==> src/rtl/craps_pkg.sv <==
// craps_pkg: game states and dice-sum constants shared by the craps controller
package craps_pkg;
    localparam int SUM_W = 4;
    localparam logic [SUM_W-1:0] SEVEN     = 4'd7;
    localparam logic [SUM_W-1:0] ELEVEN    = 4'd11;
    localparam logic [SUM_W-1:0] SNAKE     = 4'd2;
    localparam logic [SUM_W-1:0] ACE_DEUCE = 4'd3;
    localparam logic [SUM_W-1:0] BOXCARS   = 4'd12;
    typedef enum logic [2:0] {IDLE, COME_OUT, POINT, WIN, LOSE} state_t;
endpackage

==> src/rtl/craps_if.sv <==
// craps_if: roll/start inputs and game status outputs of the craps controller
interface craps_if #(parameter int CNT_W = 8, parameter int SCORE_W = 8);
    logic               start;
    logic [2:0]         dice_a;
    logic [2:0]         dice_b;
    logic               dice_valid;
    logic [3:0]         point;
    logic [3:0]         sum;
    logic               win;
    logic               lose;
    logic               busy;
    logic [CNT_W-1:0]   roll_cnt;
    logic [SCORE_W-1:0] wins;
    logic [SCORE_W-1:0] losses;
    logic               dice_err;
    modport master (output start, dice_a, dice_b, dice_valid,
                    input point, sum, win, lose, busy, roll_cnt, wins, losses, dice_err);
    modport slave  (input start, dice_a, dice_b, dice_valid,
                    output point, sum, win, lose, busy, roll_cnt, wins, losses, dice_err);
endinterface

==> src/rtl/craps_rule_eval.sv <==
// craps_rule_eval: combinational die legality, sum and win/lose classification
module craps_rule_eval
    import craps_pkg::*;
(
    input  logic [2:0]       dice_a,
    input  logic [2:0]       dice_b,
    input  logic             in_point,
    input  logic [SUM_W-1:0] point,
    output logic             legal,
    output logic [SUM_W-1:0] sum,
    output logic             win,
    output logic             lose
);
    // classify the roll against come-out rules or the stored point
    always_comb begin
        legal = (dice_a != 3'd0) && (dice_a != 3'd7) && (dice_b != 3'd0) && (dice_b != 3'd7);
        sum   = SUM_W'(dice_a) + SUM_W'(dice_b);
        win   = in_point ? (sum == point) : (sum == SEVEN || sum == ELEVEN);
        lose  = in_point ? (sum == SEVEN) : (sum == SNAKE || sum == ACE_DEUCE || sum == BOXCARS);
    end
endmodule

==> src/rtl/craps_ctrl.sv <==
// craps_ctrl: craps game state machine with point, roll counter and scoreboard
module craps_ctrl
    import craps_pkg::*;
#(
    parameter int CNT_W   = 8,
    parameter int SCORE_W = 8
) (
    input  logic clk,
    input  logic reset,
    craps_if.slave bus
);
    state_t           state;
    logic             legal;
    logic             r_win;
    logic             r_lose;
    logic [SUM_W-1:0] r_sum;

    craps_rule_eval u_eval (
        .dice_a   (bus.dice_a),
        .dice_b   (bus.dice_b),
        .in_point (state == POINT),
        .point    (bus.point),
        .legal    (legal),
        .sum      (r_sum),
        .win      (r_win),
        .lose     (r_lose)
    );

    // game FSM; status flags are registered alongside every state change
    always_ff @(posedge clk) begin
        if (reset) begin
            state        <= IDLE;
            bus.point    <= '0;
            bus.sum      <= '0;
            bus.win      <= 1'b0;
            bus.lose     <= 1'b0;
            bus.busy     <= 1'b0;
            bus.roll_cnt <= '0;
            bus.wins     <= '0;
            bus.losses   <= '0;
            bus.dice_err <= 1'b0;
        end else begin
            bus.dice_err <= 1'b0;
            if (bus.start) begin
                state        <= COME_OUT;
                bus.point    <= '0;
                bus.sum      <= '0;
                bus.roll_cnt <= '0;
                bus.win      <= 1'b0;
                bus.lose     <= 1'b0;
                bus.busy     <= 1'b1;
            end else if (bus.dice_valid && (state == COME_OUT || state == POINT)) begin
                if (!legal) begin
                    bus.dice_err <= 1'b1;
                end else begin
                    bus.sum      <= r_sum;
                    bus.roll_cnt <= bus.roll_cnt + CNT_W'(bus.roll_cnt != '1);
                    if (r_win) begin
                        state    <= WIN;
                        bus.win  <= 1'b1;
                        bus.busy <= 1'b0;
                        bus.wins <= bus.wins + SCORE_W'(bus.wins != '1);
                    end else if (r_lose) begin
                        state      <= LOSE;
                        bus.lose   <= 1'b1;
                        bus.busy   <= 1'b0;
                        bus.losses <= bus.losses + SCORE_W'(bus.losses != '1);
                    end else if (state == COME_OUT) begin
                        state     <= POINT;
                        bus.point <= r_sum;
                    end
                end
            end
        end
    end
endmodule

==> src/flat_wrapper.sv <==
// flat-port wrapper written by rule: the top's interface ports become plain ports
module craps_ctrl_flat import craps_pkg::*;
#(
    parameter int CNT_W   = 8,
    parameter int SCORE_W = 8
)
  (clk, reset, bus_start, bus_dice_a, bus_dice_b, bus_dice_valid, bus_point, bus_sum, bus_win, bus_lose, bus_busy, bus_roll_cnt, bus_wins, bus_losses, bus_dice_err);
  craps_if #(.CNT_W(CNT_W), .SCORE_W(SCORE_W)) bus_i ();
  input  logic clk;
  input  logic reset;
  input wire logic [$bits(bus_i.start)-1:0] bus_start;
  input wire logic [$bits(bus_i.dice_a)-1:0] bus_dice_a;
  input wire logic [$bits(bus_i.dice_b)-1:0] bus_dice_b;
  input wire logic [$bits(bus_i.dice_valid)-1:0] bus_dice_valid;
  output wire logic [$bits(bus_i.point)-1:0] bus_point;
  output wire logic [$bits(bus_i.sum)-1:0] bus_sum;
  output wire logic [$bits(bus_i.win)-1:0] bus_win;
  output wire logic [$bits(bus_i.lose)-1:0] bus_lose;
  output wire logic [$bits(bus_i.busy)-1:0] bus_busy;
  output wire logic [$bits(bus_i.roll_cnt)-1:0] bus_roll_cnt;
  output wire logic [$bits(bus_i.wins)-1:0] bus_wins;
  output wire logic [$bits(bus_i.losses)-1:0] bus_losses;
  output wire logic [$bits(bus_i.dice_err)-1:0] bus_dice_err;
  assign bus_i.start = bus_start;
  assign bus_i.dice_a = bus_dice_a;
  assign bus_i.dice_b = bus_dice_b;
  assign bus_i.dice_valid = bus_dice_valid;
  assign bus_point = bus_i.point;
  assign bus_sum = bus_i.sum;
  assign bus_win = bus_i.win;
  assign bus_lose = bus_i.lose;
  assign bus_busy = bus_i.busy;
  assign bus_roll_cnt = bus_i.roll_cnt;
  assign bus_wins = bus_i.wins;
  assign bus_losses = bus_i.losses;
  assign bus_dice_err = bus_i.dice_err;
  craps_ctrl #(.CNT_W(CNT_W), .SCORE_W(SCORE_W)) u_core (.clk(clk), .reset(reset), .bus(bus_i));
endmodule
==> config.mk <==
export PLATFORM = sky130hd
export DESIGN_NAME = craps_ctrl_flat
export DESIGN_NICKNAME = d
export VERILOG_FILES = /design/src/rtl/craps_pkg.sv /design/src/rtl/craps_if.sv /design/src/rtl/craps_rule_eval.sv /design/src/rtl/craps_ctrl.sv /design/src/flat_wrapper.sv
export SDC_FILE = /design/constraint.sdc
export NUM_CORES = 1
export LEC_CHECK = 0
export BUFFER_PORTS_ARGS = -buffer_cell sky130_fd_sc_hd__buf_4
export CAP_MARGIN = 20
export CORE_MARGIN = 5
export CORE_UTILIZATION = 50
export DETAILED_ROUTE_END_ITERATION = 8
export PLACE_DENSITY = 0.77
export SLEW_MARGIN = 20
export SYNTH_ARGS = -nofsm -noshare
export SYNTH_HDL_FRONTEND = slang
export SYNTH_SLANG_ARGS = --single-unit
==> constraint.sdc <==
create_clock -name clk -period 5.1 [get_ports clk]
set_input_delay 0.255 -clock clk [delete_from_list [all_inputs] [get_ports clk]]
set_output_delay 0.255 -clock clk [all_outputs]
set_load 0.02 [all_outputs]
Yosys cells after proc, flatten, opt, wreduce, memory -nomap -nowiden --
Cells that the tools add are included.
Operators by class: add/subtract/negate cells 4, equal/unequal tests 13, muxes and demuxes 14, bitwise gates (word level) 4, reduce and logical (&&, ||, !) cells 26
Operators with widths (number):
- $add A8 B1 Y8 | 3
- $ne A8 B8 Y1 const B | 3
- $reduce_and A3 Y1 | 4
- $reduce_bool A3 Y1 | 4
- $mux W1 | 11
- $reduce_and A5 Y1 | 2
- $mux W3 | 3
- $eq A4 B2 Y1 const B | 2
- $eq A4 B4 Y1 const B | 2
- $reduce_and A4 Y1 | 2
- $ne A3 B3 Y1 const B | 2
- $add A3 B3 Y4 | 1
- $eq A4 B3 Y1 const B | 1
- $eq A4 B4 Y1 | 1
- $logic_and A1 B1 Y1 | 4
- $logic_or A1 B1 Y1 | 4
- $not A1 Y1 | 4
- $reduce_bool A2 Y1 | 2
- $reduce_bool A4 Y1 | 1
- $eq A3 B1 Y1 const B | 1
- $eq A3 B2 Y1 const B | 1
- $reduce_or A3 Y1 | 1
- $reduce_and A2 Y1 | 1
- $reduce_or A2 Y1 | 1
Storage, ports and cells: register bits 39, bits of input ports 10, output and inout bits 36, logic and storage cells 72

Longest topological paths before layout --
word-level depth 10, gate-level depth with buffers 12, mapped depth without buffers 9

By module --
Synthesis repeated with hierarchy kept, for this count alone.
Second synthesis, totals: cell total of the unflattened synthesis 237, area total of the unflattened synthesis 2063.2 um^2
By module, submodules not included:
- craps_ctrl | times used 1, cells each 205, area each 1830.5 um^2, seq. area each 780.7 um^2
- craps_rule_eval | times used 1, cells each 32, area each 232.7 um^2, seq. area each 0.0 um^2

Least setup slack after synthesis --
Ideal clock, no wire load.
path type input port to flip-flop, start input port bus_dice_b[0], end register u_core.bus.wins[3], library setup time 123 ps, arrival time 2512 ps, data required time 4977 ps, slack 2464 ps, cell stages on the path 10, buffers on the path 2, cell sequence ha_1 > inv_1 > fa_1 > clkbuf_1 > nor4bb_1 > mux2i_4 > and2_1 > buf_2 > nor3_1 > mux2_1
Between the ends: longest elaborated chain between the ends 5, elaborated cells between the ends (all ways) 11, classes of those cells add/sub (1); eq/ne (4); mux (1); reduce/logical (5)
RTL lines:
- start, declared | line flat_wrapper.sv:13 | input wire logic [$bits(bus_i.dice_b)-1:0] bus_dice_b;
- $add A3 B3 Y4 | line craps_rule_eval.sv:17 | sum = SUM_W'(dice_a) + SUM_W'(dice_b);
- $eq A4 B3 Y1 / $eq A4 B4 Y1 (equally long branches) | line craps_rule_eval.sv:18 | win = in_point ? (sum == point) : (sum == SEVEN || sum == ELEVEN);
- $logic_or A1 B1 Y1 | line craps_rule_eval.sv:18
- $mux W1 | line craps_rule_eval.sv:18
- $reduce_and A4 Y1 (no line) *
- end signal, assigned | line craps_ctrl.sv:62 | bus.wins <= bus.wins + SCORE_W'(bus.wins != '1);
- end, declared | line craps_if.sv:19 | output point, sum, win, lose, busy, roll_cnt, wins, losses, dice_err);
Mark *: on every way between the ends. The rest lies on a longest branch, timed or not. A chain may end at the register's enable or synchronous reset.

Worst setup path in the final report --
start input port bus_dice_b[0], end register u_core.bus.wins[7]
The elaborated chain is that of the path after synthesis.

==> impl_metrics.yaml <==
route:
  firstDrtPassIters: 4
  vias: 1972
  avgViaCountPerCell: 5.716
  wirelength_mm: 4.867
  antenna_left: 0
  drtIter0Drc: 151
  drcViolationCount: 0
  wire_per_inst_microns: 14.11
floorplan:
  start_util_pct: 50.50
  ios: 46
  rows: 24
  die_height_microns: 75.86
  die_w_microns: 75.86
  core_sq_um: 4294
  dieArea_sq_um: 5754
clocking:
  clockBufferDepth: 2
  ctsHoldBuffers: 0
  cts_tree: "yes"
  numClockSinks: 39
  clk_pin_slew_ns: 0.08
  htreeDepth: 2
  cts-root-buf: "clkbuf_8"
  postCtsSetupRepairBufs: 0
  worstSkewPairLatency_ns: 0.30
  cts-resized-gates: 0
  cts_buffers: 5
pwr:
  powerDensity_nw_per_um2: 237.5
  p_leak_nw: 1.016
  peakVddDrop_mv: 0.1254
hold_path:
  worstHoldStart: "reset"
  whs_endpoint: "u_core.bus.wins[2]"
  worstHoldPathCells: 2
  min_path_type: "in -> reg"
cells_and_area:
  fillCellCount: 401
  finalNetCount: 312
  num_antenna_cells: 0
  area_growth_syn_to_layout_pct: 19.91
  drive_above_1_share_pct: 21.16
global_routing:
  gr-total-overflow: 0
  grt_pass1_vias: 1804
  grt_usage_pct: 18.31
  grt_start_max_net_pins: 28
  grt_pass1_wl_mm: 8.197
  antenna_found_initial: 0
synthesis:
  synth_nets: 273
  syn_area_sq_um: 2168
  synth-edff-count: 0
  synth_cell_types: 48
  avgSynthCellArea_sq_um: 8.570
  seq_area_frac_synth_pct: 36.01
  synth_top_area_cell: "dfxtp_1"
  yosysWarnings: 0
  synth_top_area_share_pct: 36.01
  synth-seq-cells: 39
  synth_common_cells: "39 x dfxtp_1, 23 x nor2_1, 22 x a21oi_1"
  syn_inst: 253
  ys_async_sr_fraction_pct: 0
  ys_top_cells_by_area: "dfxtp_1 36%, ha_1 5.2%, a21oi_1 5.1%"
  synth_most_common_cell: "dfxtp_1"
  yosys_most_used_dff: "dfxtp_1"
placement:
  place.gp.congestion: 0.7987
  portBuffers: 45
  hpwlAfterDp_mm: 3.512
critical_path:
  criticalPathCategory: "in -> reg"
  reg2reg_from: "u_core.state[0]"
  cp.arrival_ns: 2.88
  critPathRequiredTime_ns: 5.28
  startpoint_type: "input port"
  worst_setup_path_end_kind: "register"
  rrSetupSlack_ns: 2.60
  path_max_fanout: 12
  reg2reg_depth: 6
  r2r-end: "u_core.bus.losses[4]"
status:
  status: "complete, no violations"
run:
  maxCapViolations: 0
sta:
  maxSlewViolCount: 0
  final-hold-violation-count: 0
  rsz0062_at_grt: "no"
  period_share_pct: 52.94
  fin_tns_setup_ns: 0
  worst_pin_slew_ns: 0.8237
  slew_headroom_pct: 44.72
  fmax_mhz: 370.4
  setup_viol: 0
  min_period_ns: 2.700
  whs_ns: 0.3002
  skew_ns: 0.007116
-- cell type report --
type	count	area, sq um	share of cell area, %
multi-input cells	194	1301	50.05
flip-flops and latches	39	780.7	30.03
repair buffers	45	337.8	12.99
clock buffers	5	68.82	2.647
well taps	52	65.06	2.502
inverters	7	26.28	1.011
clock inverters	3	20.02	0.7700
-- metrics by stage --
step	utilization, %	worst slack (ns)	area [sq um]	std cells	power [mW]
after detailed placement	58.48	2.070	2511	337	0.4120
after CTS	60.55	2.391	2600	345	0.6237
after global placement	58.48	2.176	2511	337	0.4107
final	60.55	2.400	2600	345	0.6176
after floorplan	-	2.464	2168	253	0.3887
after global routing	60.55	2.221	2600	345	0.6522
-- worst max-delay path, stage by stage --
cell      delay, ns
buf_4          0.12
ha_1           0.22
inv_1          0.08
fa_1           0.53
nor4bb_1       0.48
mux2i_4        0.14
and2_1         0.29
nor4b_1        0.41
mux2_1         0.36
-- logic make-up (layout without fill, tap and decap cells) --
kind of cell,after synthesis,in the layout,share of synthesized area (%)
and+or+nand+nor,117,117,31.22
buffers and inverters,20,60,3.981
muxes,7,7,3.981
xor gates and xnor gates,11,11,4.789
DFF,39,39,36.01
AOI/OAI and AO/OA,49,49,13.91
adders and majority gates,10,10,6.117
-- worst max-delay path by stage --
| stage | slack, ns | endpoint | from | cells after the start |
|---|---|---|---|---|
| after floorplan | 2.46 | u_core.bus.wins[3] | bus_dice_b[0] | 10 |
| after global placement | 2.18 | u_core.bus.wins[5] | bus_dice_b[0] | 9 |
| after detailed placement | 2.07 | u_core.bus.wins[7] | bus_dice_b[0] | 9 |
| after CTS | 2.39 | u_core.bus.wins[7] | bus_dice_b[0] | 9 |
| after global routing | 2.22 | u_core.bus.wins[7] | bus_dice_b[0] | 10 |
| final | 2.40 | u_core.bus.wins[7] | bus_dice_b[0] | 9 |
-- cell usage in the layout, fill, tap and decap left out, types with 3 or more instances in the layout --
cell type	netlist	layout
nand2_1	17	17
nand4_1	6	6
nor3_1	9	9
inv_1	7	7
or4_1	6	6
nor2b_1	3	3
a211oi_1	6	6
xnor2_1	5	5
nand4b_1	5	5
nand2b_1	11	11
o31ai_1	6	6
and3_1	10	10
dfxtp_1	39	39
nand3_1	7	7
mux2i_1	3	3
nor2_1	23	23
xor2_1	5	5
o21ai_0	7	7
clkbuf_8	0	5
a21oi_1	22	22
buf_4	0	45
mux2_1	3	3
ha_1	9	9
-- registers in the layout, indices dropped and copies added, names as in the netlist --
signal	count
u_core.bus.sum	4
u_core.bus.lose	1
u_core.bus.wins	8
u_core.bus.win	1
u_core.bus.dice_err	1
u_core.state	3
u_core.bus.point	4
u_core.bus.losses	8
u_core.bus.roll_cnt	8
u_core.bus.busy	1
-- per-layer routing --
metal | global-route usage, % | wire length (microns) | up-vias
met1 | 23.33 | 2186 | 924
met2 | 30.04 | 2323 | 50
li1 | - | - | 992
met5 | 0 | 0 | -
met3 | 4.881 | 286 | 6
met4 | 5.825 | 72 | 0
-- power breakdown --
group | total [mW] | internal [mW] | switching (mW)
Combinational | 0.0932 | 0.0357 | 0.0574
Clock | 0.213 | 0.0952 | 0.118
Sequential | 0.312 | 0.308 | 0.00357
Total | 0.618 | 0.439 | 0.179
Note: power is estimated with default switching activity, not from simulation.
